<file path="config.mk">
export PLATFORM = sky130hd
export DESIGN_NAME = sr_cmd_gen
export DESIGN_NICKNAME = d
export VERILOG_FILES = /design/src/rtl/sr_pkg.sv /design/src/rtl/sr_debounce_ch.sv /design/src/rtl/sr_cmd_gen.sv
export SDC_FILE = /design/constraint.sdc
export NUM_CORES = 1
export LEC_CHECK = 0
export CORE_UTILIZATION = 52
export CTS_CLUSTER_DIAMETER = 30
export DETAILED_ROUTE_END_ITERATION = 10
export GPL_ROUTABILITY_DRIVEN = 0
export PLACE_DENSITY_LB_ADDON = 0.15
export RECOVER_POWER = 50
export REMOVE_ABC_BUFFERS = 1
export SYNTH_ARGS = -nofsm -noshare
export SYNTH_HDL_FRONTEND = slang
export SYNTH_HIERARCHICAL = 1
export SYNTH_SLANG_ARGS = --single-unit
</file>
<file path="constraint.sdc">
create_clock -name clk -period 3.2 [get_ports clk]
set_input_delay 0.64 -clock clk [delete_from_list [all_inputs] [get_ports clk]]
set_output_delay 0.64 -clock clk [all_outputs]
set_load 0.02 [all_outputs]
</file>
<file path="src/rtl/sr_pkg.sv">
// sr_pkg: shared types and constants for the sr_ff command generator.
//   deb_state_t  - per-channel debounce FSM state encoding
//   SYNC_STAGES  - depth of the input synchroniser chain
//   CH_SET/CH_RST - channel indices into the packed button/rise vectors
//   NUM_CH       - number of button channels
package sr_pkg;

   typedef enum logic [1:0] {
      IDLE_LOW  = 2'd0,
      WAIT_HIGH = 2'd1,
      HIGH      = 2'd2,
      WAIT_LOW  = 2'd3
   } deb_state_t;

   localparam int SYNC_STAGES = 2;
   localparam int NUM_CH      = 2;
   localparam int CH_SET      = 0;
   localparam int CH_RST      = 1;

endpackage

</file>
<file path="src/rtl/sr_debounce_ch.sv">
// sr_debounce_ch: one button channel. It synchronises a raw, asynchronous,
// bouncy button and debounces it. It emits a one-cycle registered rise pulse
// once per accepted press.
//   clk      in  system clock, rising edge
//   reset_n  in  asynchronous active-low reset
//   btn_in   in  raw button level, asynchronous to clk
//   rise     out one-cycle pulse when a press has been stable DEBOUNCE_CYCLES
module sr_debounce_ch
   import sr_pkg::*;
#(
   parameter  int DEBOUNCE_CYCLES = 4,
   localparam int CNT_W           = $clog2(DEBOUNCE_CYCLES + 1)
) (
   input  logic clk,
   input  logic reset_n,
   input  logic btn_in,
   output logic rise
);

   localparam logic [CNT_W-1:0] CNT_LAST = CNT_W'(DEBOUNCE_CYCLES - 1);
   localparam logic [CNT_W-1:0] CNT_ONE  = CNT_W'(1);

   logic [SYNC_STAGES-1:0] sync;
   logic                   sync2;
   deb_state_t             state;
   logic [CNT_W-1:0]       cnt;

   // Plain flop chain; only the last stage is considered metastability-safe.
   always_ff @(posedge clk or negedge reset_n) begin
      if (!reset_n) sync <= '0;
      else          sync <= {sync[SYNC_STAGES-2:0], btn_in};
   end

   assign sync2 = sync[SYNC_STAGES-1];

   // The entry into WAIT_* counts as the first stable sample (cnt=1).
   // The level is therefore accepted on the DEBOUNCE_CYCLES-th consecutive sample.
   always_ff @(posedge clk or negedge reset_n) begin
      if (!reset_n) begin
         state <= IDLE_LOW;
         cnt   <= '0;
         rise  <= 1'b0;
      end else begin
         rise <= 1'b0;
         case (state)
            IDLE_LOW: begin
               if (sync2) begin
                  state <= WAIT_HIGH;
                  cnt   <= CNT_ONE;
               end
            end
            WAIT_HIGH: begin
               if (!sync2) begin
                  state <= IDLE_LOW;
                  cnt   <= '0;
               end else if (cnt == CNT_LAST) begin
                  state <= HIGH;
                  cnt   <= '0;
                  rise  <= 1'b1;
               end else begin
                  cnt <= cnt + CNT_ONE;
               end
            end
            HIGH: begin
               if (!sync2) begin
                  state <= WAIT_LOW;
                  cnt   <= CNT_ONE;
               end
            end
            WAIT_LOW: begin
               // A short low glitch returns to HIGH silently: no second pulse.
               if (sync2) begin
                  state <= HIGH;
                  cnt   <= '0;
               end else if (cnt == CNT_LAST) begin
                  state <= IDLE_LOW;
                  cnt   <= '0;
               end else begin
                  cnt <= cnt + CNT_ONE;
               end
            end
            default: begin
               state <= IDLE_LOW;
               cnt   <= '0;
            end
         endcase
      end
   end

endmodule

</file>
<file path="src/rtl/sr_cmd_gen.sv">
// sr_cmd_gen: command stage in front of sr_ff. Two debounced button channels
// (set, reset) feed a registered arbiter. The arbiter never drives s and r high
// together.
//   clk      in  system clock, rising edge
//   reset_n  in  asynchronous active-low reset
//   set_btn  in  raw set button (async, bouncy)
//   rst_btn  in  raw reset button (async, bouncy)
//   s        out one-cycle set command to sr_ff
//   r        out one-cycle reset command to sr_ff
//   conflict out one-cycle flag: both channels qualified a press together
// Build option: define SR_SET_PRIORITY_EN to make set win a simultaneous press.
// By default, reset wins.
module sr_cmd_gen
   import sr_pkg::*;
#(
   parameter int DEBOUNCE_CYCLES = 4
) (
   input  logic clk,
   input  logic reset_n,
   input  logic set_btn,
   input  logic rst_btn,
   output logic s,
   output logic r,
   output logic conflict
);

   logic [NUM_CH-1:0] btn;
   logic [NUM_CH-1:0] rise;
   logic              set_rise;
   logic              rst_rise;

   assign btn[CH_SET] = set_btn;
   assign btn[CH_RST] = rst_btn;

   for (genvar g = 0; g < NUM_CH; g++) begin : g_ch
      sr_debounce_ch #(
         .DEBOUNCE_CYCLES (DEBOUNCE_CYCLES)
      ) u_ch (
         .clk     (clk),
         .reset_n (reset_n),
         .btn_in  (btn[g]),
         .rise    (rise[g])
      );
   end

   assign set_rise = rise[CH_SET];
   assign rst_rise = rise[CH_RST];

   // The outputs are registered, so s/r/conflict trail rise by one cycle.
   // Each branch masks the loser, so s & r can never both be high.
   always_ff @(posedge clk or negedge reset_n) begin
      if (!reset_n) begin
         s        <= 1'b0;
         r        <= 1'b0;
         conflict <= 1'b0;
      end else begin
         conflict <= set_rise & rst_rise;
`ifdef SR_SET_PRIORITY_EN
         s        <= set_rise;
         r        <= rst_rise & ~set_rise;
`else
         s        <= set_rise & ~rst_rise;
         r        <= rst_rise;
`endif
      end
   end

endmodule
</file>
======== Yosys cells after proc, flatten, opt, wreduce, memory -nomap -nowiden ========
Cells that the tools add are included.
word-level totals
  output and inout bits ................... 3
  register bits after elaboration ......... 19
cells by class
  $add $sub $neg .......................... 2
  multiplexer cells ....................... 32
  bitwise gates (word level) .............. 3
  eq/ne operators ......................... 16
  reductions and logical operators ........ 6
operators by type and width
  kind                                                                      count
  3-bit two-way mux                                                         10
  2-bit two-way mux                                                         12
  3-bit one-hot mux with 4 select lines                                     2
  2-bit one-hot mux with 4 select lines                                     2
  2-bit == test (second input constant)                                     4
  4-bit AND reduction                                                       2
  3-bit by 1-bit adder with 3-bit output (second input constant)            2
  3-bit by 2-bit == test with 1-bit output (second input constant)          2
  1-bit two-way mux                                                         6
  3-bit by 1-bit inequality test with 1-bit output (second input constant)  2
  3-bit inequality test (second input constant)                             2
  2-bit by 1-bit == test with 1-bit output (second input constant)          2
  2-bit zero test                                                           2
  2-bit by 1-bit inequality test with 1-bit output (second input constant)  2
  2-bit inequality test (second input constant)                             2
  2-bit AND reduction                                                       2
  1-bit AND                                                                 2
  1-bit NOT                                                                 1

======== Logic depth before layout (Yosys ltp) ========
Gate-level depths: netlist (run 1).
  word-level depth ........................ 4
  gate-level depth with buffers ........... 4
  depth with buffers taken out ............ 4

======== Hierarchy ========
The synthesis (run 1) kept the hierarchy.
by module, submodules not included
  module          area an instance (µm²)  cells an instance  times used
  sr_debounce_ch  317.8                   23                 2
  sr_cmd_gen      91.3                    5                  1

======== Worst setup path before layout (run 1) ========
OpenSTA, ideal clock, no wires.
  path kind ............................... register to register
  from .................................... register g_ch[0].u_ch.cnt[0]
  to ...................................... register (tool-made name)
  setup time .............................. 0.127 ns
  buffers on the path ..................... 0
  stages on the path, launching flop included .. 5
  slack ................................... 1.981 ns
  required time ........................... 3.073 ns
  arrival ................................. 1.091 ns
  path through ............................ dfrtp_1 -> ha_1 -> nor2b_1 -> nand2_1 -> mux2_1
RTL lines
  what                    RTL line              RTL
  start, declared         sr_debounce_ch.sv:26  logic [CNT_W-1:0] cnt;
  start signal, assigned  sr_debounce_ch.sv:61  cnt <= cnt + CNT_ONE;
  start signal, assigned  sr_debounce_ch.sv:79  cnt <= cnt + CNT_ONE;

======== Worst setup path after layout (run 1) ========
  from .................................... register r
  to ...................................... output r
RTL lines
  what                    RTL line          RTL
  start, declared         sr_cmd_gen.sv:23  output logic r,
  start signal, assigned  sr_cmd_gen.sv:63  r <= rst_rise;
No word-level cell between the ends.

==> reports/metrics.csv, run 1 <==
metric;value;unit
status;finished clean;
combinational power share;26.3;%
Final Hold Violating Endpoints;0;
P&R area growth vs syn;12.4;%
most common cell after layout, fill and taps aside;dfrtp_1;
hold worst-path end;g_ch[0].u_ch/sync[1];
Critical Path Max Stage Delay;600;ps
Final Util;62.8;%
PwrDens;751;nW/um^2
Crit-path slowest cell;clkdlybuf4s50_1;
Net Sw Frac;31.3;%
largest net degree at the start of global routing;20;
filler instances;110;
WS Path Type;flip-flop to output pin;
DR WL/cell;14.7;um
max-slew violations;0;
Clock power frac;18.5;%
initial antenna violation count;0;
Detailed Route WL;1120;um
Die Wd;39.4;um
Synth cell types;15;
GRT Overall Usage;18.6;%
vias in the first global route;432;
share of layout cells above drive strength 1;11.5;%
CP Launch Point;r;
Critical Path Sink Type;output pin;
met2 Use GR;35.8;%
final worst path period need;1870;ps
DRT iter0 DRCs;5;
reg-to-reg slack, setup;1870;ps
Via density;5.57;
area of the multi-input gates;236;sq um
actual slew at the worst max-slew pin;800;ps
Final nets;68;
WP buf/inv;1;
Initial Utilization;55.9;%
Vias;423;
HP Class;flip-flop to flip-flop;
TNS Setup;0;ps
Seq cells post-synth;19;
Reg area;475;sq um
worst relative slew slack;46.5;%
Die ar.;1550;sq um
clk root buf;clkbuf_4;
first-pass GRT wire length;1760;um
Sequential Power Share;55.2;%
die height;39.4;um
post-CTS sizing;0;
Net Switching;0.000192;W
Final setup viols;0;
# Post-CTS Setup Buffers;0;
Max Cap Violations;0;
Post-Syn Area;727;sq um
port bufs;6;
met3 usage;3.41;%
RR Startpoint;g_ch[0].u_ch/cnt[0];
total number of yosys warnings;6;
CTS tree;yes;
total congestion overflow;0;
most used routing layer;met2;
WHS;364;ps
critical path startpoint category;flip-flop;
CTS sink cnt;19;
final worst-path cycle share;58.5;%
most frequent cells in the layout;dfrtp_1, o21ai_0, o21a_1;
Synth top area share;65.4;%
Hold-fix buffers, CTS;0;
Crit path max-delay family;buffers and inverters;
diode count;0;
Crit Path Max Fanout;1;
Worst Reg-to-Reg Cells;4;
Max VDD drop;0.365;mV
Avg Inst Size Synth;14.3;sq um
Synth Instances;51;
leakage;0.375;nW
post-synthesis sequential area ratio;65.4;%
CORE AREA;1300;sq um
First-pass DRT Iterations;3;
critical path arrival;1230;ps
CP Cell Sequence;clkdlybuf4s50_1;
maximum clock insertion buffer count;2;
Post-route DRC;0;
Fmax;535;MHz
H-tree depth;1;
Area contributors post-synth;dfrtp_1, xor2_2, o21a_1;
skew final;2.01;ps
clk slew on worst S/H paths;100;ps
RSZ-0062 raised after global routing;no;
io pins;7;
GR Util met1;18.0;%
antenna-violating nets left;0;
cell-internal power;0.000422;W
Num CTS Buffers;3;
worst hold path startpoint;g_ch[0].u_ch/sync[0];
Worst-Skew Late Latency;280;ps
Critical Path RT;2560;ps
Hold Path Stages;0;
hpwl dp;861;um
Synth area leader;dfrtp_1;
Core Rows;13;
==> logic make-up after synthesis <==
family	synth area share [%]
AOI/OAI and AO/OA	6.88
xor gates and xnor gates	4.47
adders and majority gates	3.44
DFF	65.4
muxes	3.10
and+or+nand+nor	16.7
==> cells in the mapped netlist (all sizes together) <==
master	number
and2	3
and2b	1
and3b	2
dfrtp	19
ha	2
mux2	2
nand2	2
nand2b	2
nand4b	2
nor2	2
nor2b	2
nor3b	2
o21a	4
o21ai	4
xor2	2
==> layer usage <==
layer / share of wire, % / wire length [um]
met5: 0 / 0
met4: 0.63 / 7
met3: 1.5 / 17
met2: 60 / 670
met1: 38 / 419
==> final cells by class <==
class / count / share of cell area [%]
repair buffers: 6 / 7.35
well taps: 15 / 2.30
multi-input cells: 32 / 28.9
clock buffers: 4 / 3.22
flip-flops and latches: 19 / 58.2
==> worst max path at each step <==
stage                          endpoint  slack [ps]  depth (start not counted)
detailed placement  g_ch[0].u_ch/cnt[2]        1520                          1
CTS                                   s        1310                          1
floorplan                     flip-flop        1980                          4
global route                          s        1280                          1
global placement    g_ch[1].u_ch/cnt[1]        1630                          1
finish                                r        1330                          1
==> power by group through the flow <==
stage,registers [W],logic [W],clock network [W]
after CTS,0.000344,0.000168,0.000118
after detailed placement,0.000349,0.000167,0
after global placement,0.000338,0.000138,0
final,0.000339,0.000161,0.000114
after floorplan,0.000337,0.000118,0
after global routing,0.000345,0.000181,0.000129
==> stage by stage <==
step | area [sq um] | instances | setup slack (ps) | power [W]
after global placement | 806 | 72 | 1630 | 0.000477
after detailed placement | 806 | 72 | 1520 | 0.000516
after global routing | 817 | 76 | 1280 | 0.000656
after floorplan | 727 | 51 | 1980 | 0.000456
after CTS | 832 | 76 | 1310 | 0.000630
final | 817 | 76 | 1330 | 0.000614
No activity file was read; power rests on OpenSTA's default activity.
==> inputs of run 2 (changes only) <==
CORE_UTILIZATION = 47   (was 52)
clock period = 1.5 ns   (was 3.2 ns; I/O delays follow)
==> run 2 against run 1 <==
Combinational power is 99% higher; final cell count grew 1.3%; setup slack got worse by 1100 ps; hold slack lost 4.8 ps; utilization decreased by 1.9 points; non-clock buffer count increased by 1; first-iteration DRC count stayed put; clock power increased by 120%; power grew 110%; largest cell class unchanged; highest routed layer unchanged.
==> reports/metrics.csv, run 2 (synthesis gave the netlist of run 1 again) <==
metric;value;unit;change
status;finished clean;;
first-pass GRT wire length;1550;um;-12%
Final Hold Violating Endpoints;0;;unchanged
final worst-path cycle share;86.8;%;
Final nets;69;;+1.5%
Max VDD drop;0.749;mV;+110%
Hold-fix buffers, CTS;0;;unchanged
max-slew violations;0;;unchanged
die height;41.3;um;+4.9%
Die Wd;41.3;um;+4.9%
CORE AREA;1370;sq um;+5.0%
final worst path period need;1300;ps;
P&R area growth vs syn;14.5;%;
port bufs;6;;unchanged
met2 Use GR;20.7;%;-15 points
First-pass DRT Iterations;4;;+1
critical path arrival;1490;ps;+260 ps
io pins;7;;unchanged
Via density;5.14;;-7.6%
most frequent cells in the layout;dfrtp_1, o21ai_0, o21a_1;;
CTS tree;yes;;
Initial Utilization;53.2;%;-2.7 points
most used routing layer;met1;;
Critical Path RT;1690;ps;-870 ps
GRT Overall Usage;14.9;%;-3.7 points
vias in the first global route;360;;-17%
Detailed Route WL;976;um;-12%
Worst Slack Setup Final;198;ps;-1130 ps
GR Util met1;21.0;%;+3.0 points
met3 usage;3.19;%;-0.22 points
clk root buf;clkbuf_4;;
clk slew on worst S/H paths;100;ps;about the same
largest net degree at the start of global routing;20;;unchanged
TNS Setup;0;ps;unchanged
worst relative slew slack;35.9;%;-11 points
# Post-CTS Setup Buffers;0;;unchanged
Core Rows;13;;unchanged
DR WL/cell;12.7;um;-14%
initial antenna violation count;0;;unchanged
most common cell after layout, fill and taps aside;dfrtp_1;;
WS Path Type;flip-flop to flip-flop;;
Die ar.;1710;sq um;+10%
PwrDens;1570;nW/um^2;+110%
diode count;0;;unchanged
Num CTS Buffers;3;;unchanged
maximum clock insertion buffer count;2;;unchanged
H-tree depth;1;;unchanged
Vias;396;;-6.4%
Crit Path Max Fanout;3;;+2
Worst-Skew Late Latency;290;ps;about the same
RSZ-0062 raised after global routing;no;;
share of layout cells above drive strength 1;14.5;%;+3.0 points
Final Util;60.9;%;-1.9 points
critical path startpoint category;flip-flop;;
Max Cap Violations;0;;unchanged
DRT iter0 DRCs;5;;unchanged
Critical Path Sink Type;flip-flop;;
Placed Cells;73;;+1.4%
total congestion overflow;0;;unchanged
leakage;0.393;nW;+4.7%
hpwl dp;689;um;-20%
HP Class;flip-flop to flip-flop;;
actual slew at the worst max-slew pin;961;ps;+161 ps
Final setup viols;0;;unchanged
Post-route DRC;0;;unchanged
Fmax;768;MHz;
pre-CTS WS;215;ps;-1300 ps
filler instances;118;;+7.3%
Layout Cells excl Fill;77;;+1.3%
antenna-violating nets left;0;;unchanged
CTS sink cnt;19;;unchanged
skew final;3.10;ps;+1.09 ps
-- run 2: cell count changes in the layout (fill, tap and decap cells not counted) --
cell / change
dlygate4sd2_1: +3
clkdlybuf4s50_1: -2
xor2_1: -2
xor2_2: +2
clkbuf_1: +1
dlygate4sd3_1: -1
-- run 2: routing by layer --
layer  up-vias  routed length [um]
li1        194                   -
met1       191                 512
met2         9                 418
met3         2                  28
met4         0                  16
met5         -                   0
-- run 2: power breakdown --
| part | leakage (nW) | switching, W | total [W] | internal (W) |
|---|---|---|---|---|
| Clock | 0.0150 | 0.000149 | 0.000253 | 0.000103 |
| Combinational | 0.136 | 0.000147 | 0.000321 | 0.000174 |
| Sequential | 0.241 | 0.000106 | 0.000730 | 0.000624 |
-- run 2: worst max-delay path: stages (launching register included) --
cell and delay (ps):
dfrtp_1 410, ha_1 210, nor2b_1 150, nand2_1 100, mux2_1 330
-- run 2: final cells by class --
type | instances | area [sq um] | share of cell area, %
flip-flops and latches | 19 | 475 | 57.1
well taps | 15 | 18.8 | 2.26
repair buffers | 7 | 60.1 | 7.22
multi-input cells | 32 | 251 | 30.2
clock buffers | 4 | 26.3 | 3.16
-- run 2: through the flow --
step | total power [W] | area, sq um | hold WS (ps)
after floorplan | 0.000972 | 727 | 4.41
after CTS | 0.00133 | 836 | 339
after global placement | 0.00105 | 813 | 333
after detailed placement | 0.00107 | 813 | 339
after global routing | 0.00141 | 832 | 365
final | 0.00130 | 832 | 360
-- run 2: final timing paths --
check                      slack (ps)  cells past startpoint                  from                         end
setup reg to reg                  200                      4   g_ch[1].u_ch/cnt[0]                   flip-flop
hold reg to reg                   360                      0  g_ch[1].u_ch/sync[0]        g_ch[1].u_ch/sync[1]
max in group asynchronous         310                      2               reset_n         g_ch[0].u_ch/cnt[1]
min in group asynchronous         610                      2               reset_n  asynchronous set/reset pin
hold / removal                    360                      0  g_ch[1].u_ch/sync[0]        g_ch[1].u_ch/sync[1]
setup / recovery                  200                      4   g_ch[1].u_ch/cnt[0]                   flip-flop
-- run 2: what timing repair did --
item | CTS | global route
endpoints found under the setup margin | 3 | 0
resized for setup | 3 | 0
endpoints found under the hold margin | 0 | 0
==> inputs of run 3 (changes only) <==
GPL_TIMING_DRIVEN = 0   (was default)
==> run 3 against run 2 <==
Routed wire length decreased by 11%; first-iteration DRC count decreased by 20%; maximum frequency decreased by 0.71%; non-clock buffer count decreased by 1; sequential share of layout area increased by 0.78 points; flip-flop and latch count unchanged; sequential power decreased by 1%; final cell count decreased by 1.3%; count of clock-buffer cells in the layout unchanged; critical path type unchanged; highest routed layer is now met3.
==> reports/metrics.csv, run 3 (synthesis gave the netlist of run 1 again) <==
metric;value;unit;change
final worst-path cycle share;87.4;%;+0.62 points
RR Startpoint;g_ch[0].u_ch/cnt[0];;
Crit-path slowest cell;dfrtp_1;;
Crit path max-delay family;flip-flops;;
DR WL/cell;11.5;um;-9.5%
PwrDens;1560;nW/um^2;-0.66%
worst hold path startpoint;g_ch[0].u_ch/sync[0];;
# Post-CTS Setup Buffers;0;;unchanged
critical path startpoint category;flip-flop;;
CP Launch Point;g_ch[0].u_ch/cnt[0];;
Critical Path Sink Type;flip-flop;;
largest net degree at the start of global routing;20;;unchanged
leakage;0.391;nW;-0.54%
actual slew at the worst max-slew pin;813;ps;-148 ps
Final nets;68;;-1.4%
Core Rows;13;;unchanged
combinational power share;24.4;%;-0.2 points
die height;41.3;um;unchanged
WP buf/inv;0;;unchanged
critical path arrival;1490;ps;about the same
total congestion overflow;0;;unchanged
Via density;5.09;;-0.99%
initial antenna violation count;0;;unchanged
Vias;387;;-2.3%
Hold-fix buffers, CTS;0;;unchanged
DRT iter0 DRCs;4;;-1
hpwl dp;599;um;-13%
Die ar.;1710;sq um;unchanged
CTS tree;yes;;
skew final;0.805;ps;-2.29 ps
clk slew on worst S/H paths;100;ps;about the same
Final Hold Violating Endpoints;0;;unchanged
CP Cell Sequence;ha_1 > nor2b_1 > nand2_1 > mux2_1;;
diode count;0;;unchanged
Net Sw Frac;30.0;%;-0.86 points
final worst path period need;1310;ps;+9.32 ps
first-pass GRT wire length;1360;um;-12%
Critical Path Max Stage Delay;410;ps;about the same
Num CTS Buffers;3;;unchanged
Initial Utilization;53.2;%;unchanged
cell-internal power;0.000894;W;-0.78%
Final Util;60.1;%;-0.82 points
Final setup viols;0;;unchanged
GRT Overall Usage;13.1;%;-1.8 points
Clock power frac;19.1;%;-0.3 points
Die Wd;41.3;um;unchanged
clk root buf;clkbuf_4;;
worst relative slew slack;45.6;%;+9.7 points
Max VDD drop;0.657;mV;-12%
io pins;7;;unchanged
Crit Path Max Fanout;3;;unchanged
P&R area growth vs syn;12.9;%;
Layout Cells excl Fill;76;;-1.3%
Critical Path RT;1670;ps;-20 ps
WS Path Type;flip-flop to flip-flop;;
most frequent cells in the layout;dfrtp_1, o21ai_0, o21a_1;;
status;finished clean;;
vias in the first global route;331;;-8.1%
Detailed Route WL;872;um;-11%
RSZ-0062 raised after global routing;no;;
port bufs;6;;unchanged
antenna-violating nets left;0;;unchanged
H-tree depth;1;;unchanged
Worst-Skew Late Latency;280;ps;about the same
share of layout cells above drive strength 1;13.1;%;-1.4 points
CORE AREA;1370;sq um;unchanged
maximum clock insertion buffer count;2;;unchanged
Post-route DRC;0;;unchanged
max-slew violations;0;;unchanged
Fmax;763;MHz;-0.71%
Placed Cells;72;;-1.4%
HP Class;flip-flop to flip-flop;;
Max Cap Violations;0;;unchanged
CTS sink cnt;19;;unchanged
most common cell after layout, fill and taps aside;dfrtp_1;;
First-pass DRT Iterations;2;;-2
Sequential Power Share;56.5;%;+0.5 points
Net Switching;0.000383;W;-4.7%
TNS Setup;0;ps;unchanged
==> run 3: changes by cell type in the layout (fill, tap and decap cells not counted), sizes merged <==
cell           previous run  this run
clkdlybuf4s50             1         0
clkbuf                    5         4
dlygate4sd3               2         3
==> run 3: stage by stage <==
stage | setup slack (ps) | area (sq um) | hold slack, ps | power [W]
floorplan | 281 | 727 | 4.41 | 0.000972
CTS | 188 | 828 | 368 | 0.00130
detailed placement | 140 | 806 | 336 | 0.00105
global route | 59.3 | 821 | 381 | 0.00138
global placement | 150 | 806 | 338 | 0.00104
finish | 189 | 821 | 365 | 0.00128
==> run 3: worst paths after layout <==
path                                   endpoint  slack (ps)  cells past startpoint
max                                   flip-flop         190                      4
min                        g_ch[0].u_ch/sync[1]         360                      0
max reg2reg                           flip-flop         190                      4
min reg2reg                g_ch[0].u_ch/sync[1]         360                      0
max in group asynchronous  g_ch[1].u_ch/sync[1]         460                      1
min in group asynchronous   g_ch[0].u_ch/cnt[2]         540                      1
==> run 3: final cells by class <==
type	instances	area, sq um
clock buffers	4	26.3
fillers	119	546
repair buffers	6	56.3
flip-flops and latches	19	475
well taps	15	18.8
multi-input cells	32	244
==> run 3: what timing repair did <==
action,CTS,global route
endpoints found under the setup margin,3,0
gates resized for setup,3,0
hold endpoints to repair,0,0
==> run 3: power groups by stage <==
stage | registers, W | clock network, W | logic, W
finish | 0.000722 | 0.000244 | 0.000311
global route | 0.000737 | 0.000279 | 0.000361
CTS | 0.000724 | 0.000256 | 0.000318
detailed placement | 0.000735 | 0 | 0.000319
global placement | 0.000731 | 0 | 0.000311
floorplan | 0.000719 | 0 | 0.000253
==> run 3: routing by layer <==
layer | routed length [um] | global-route usage, %
met2 | 375 | 16.8
met1 | 460 | 18.9
met5 | 0 | 0
met3 | 37 | 4.79
met4 | 0 | 7.26
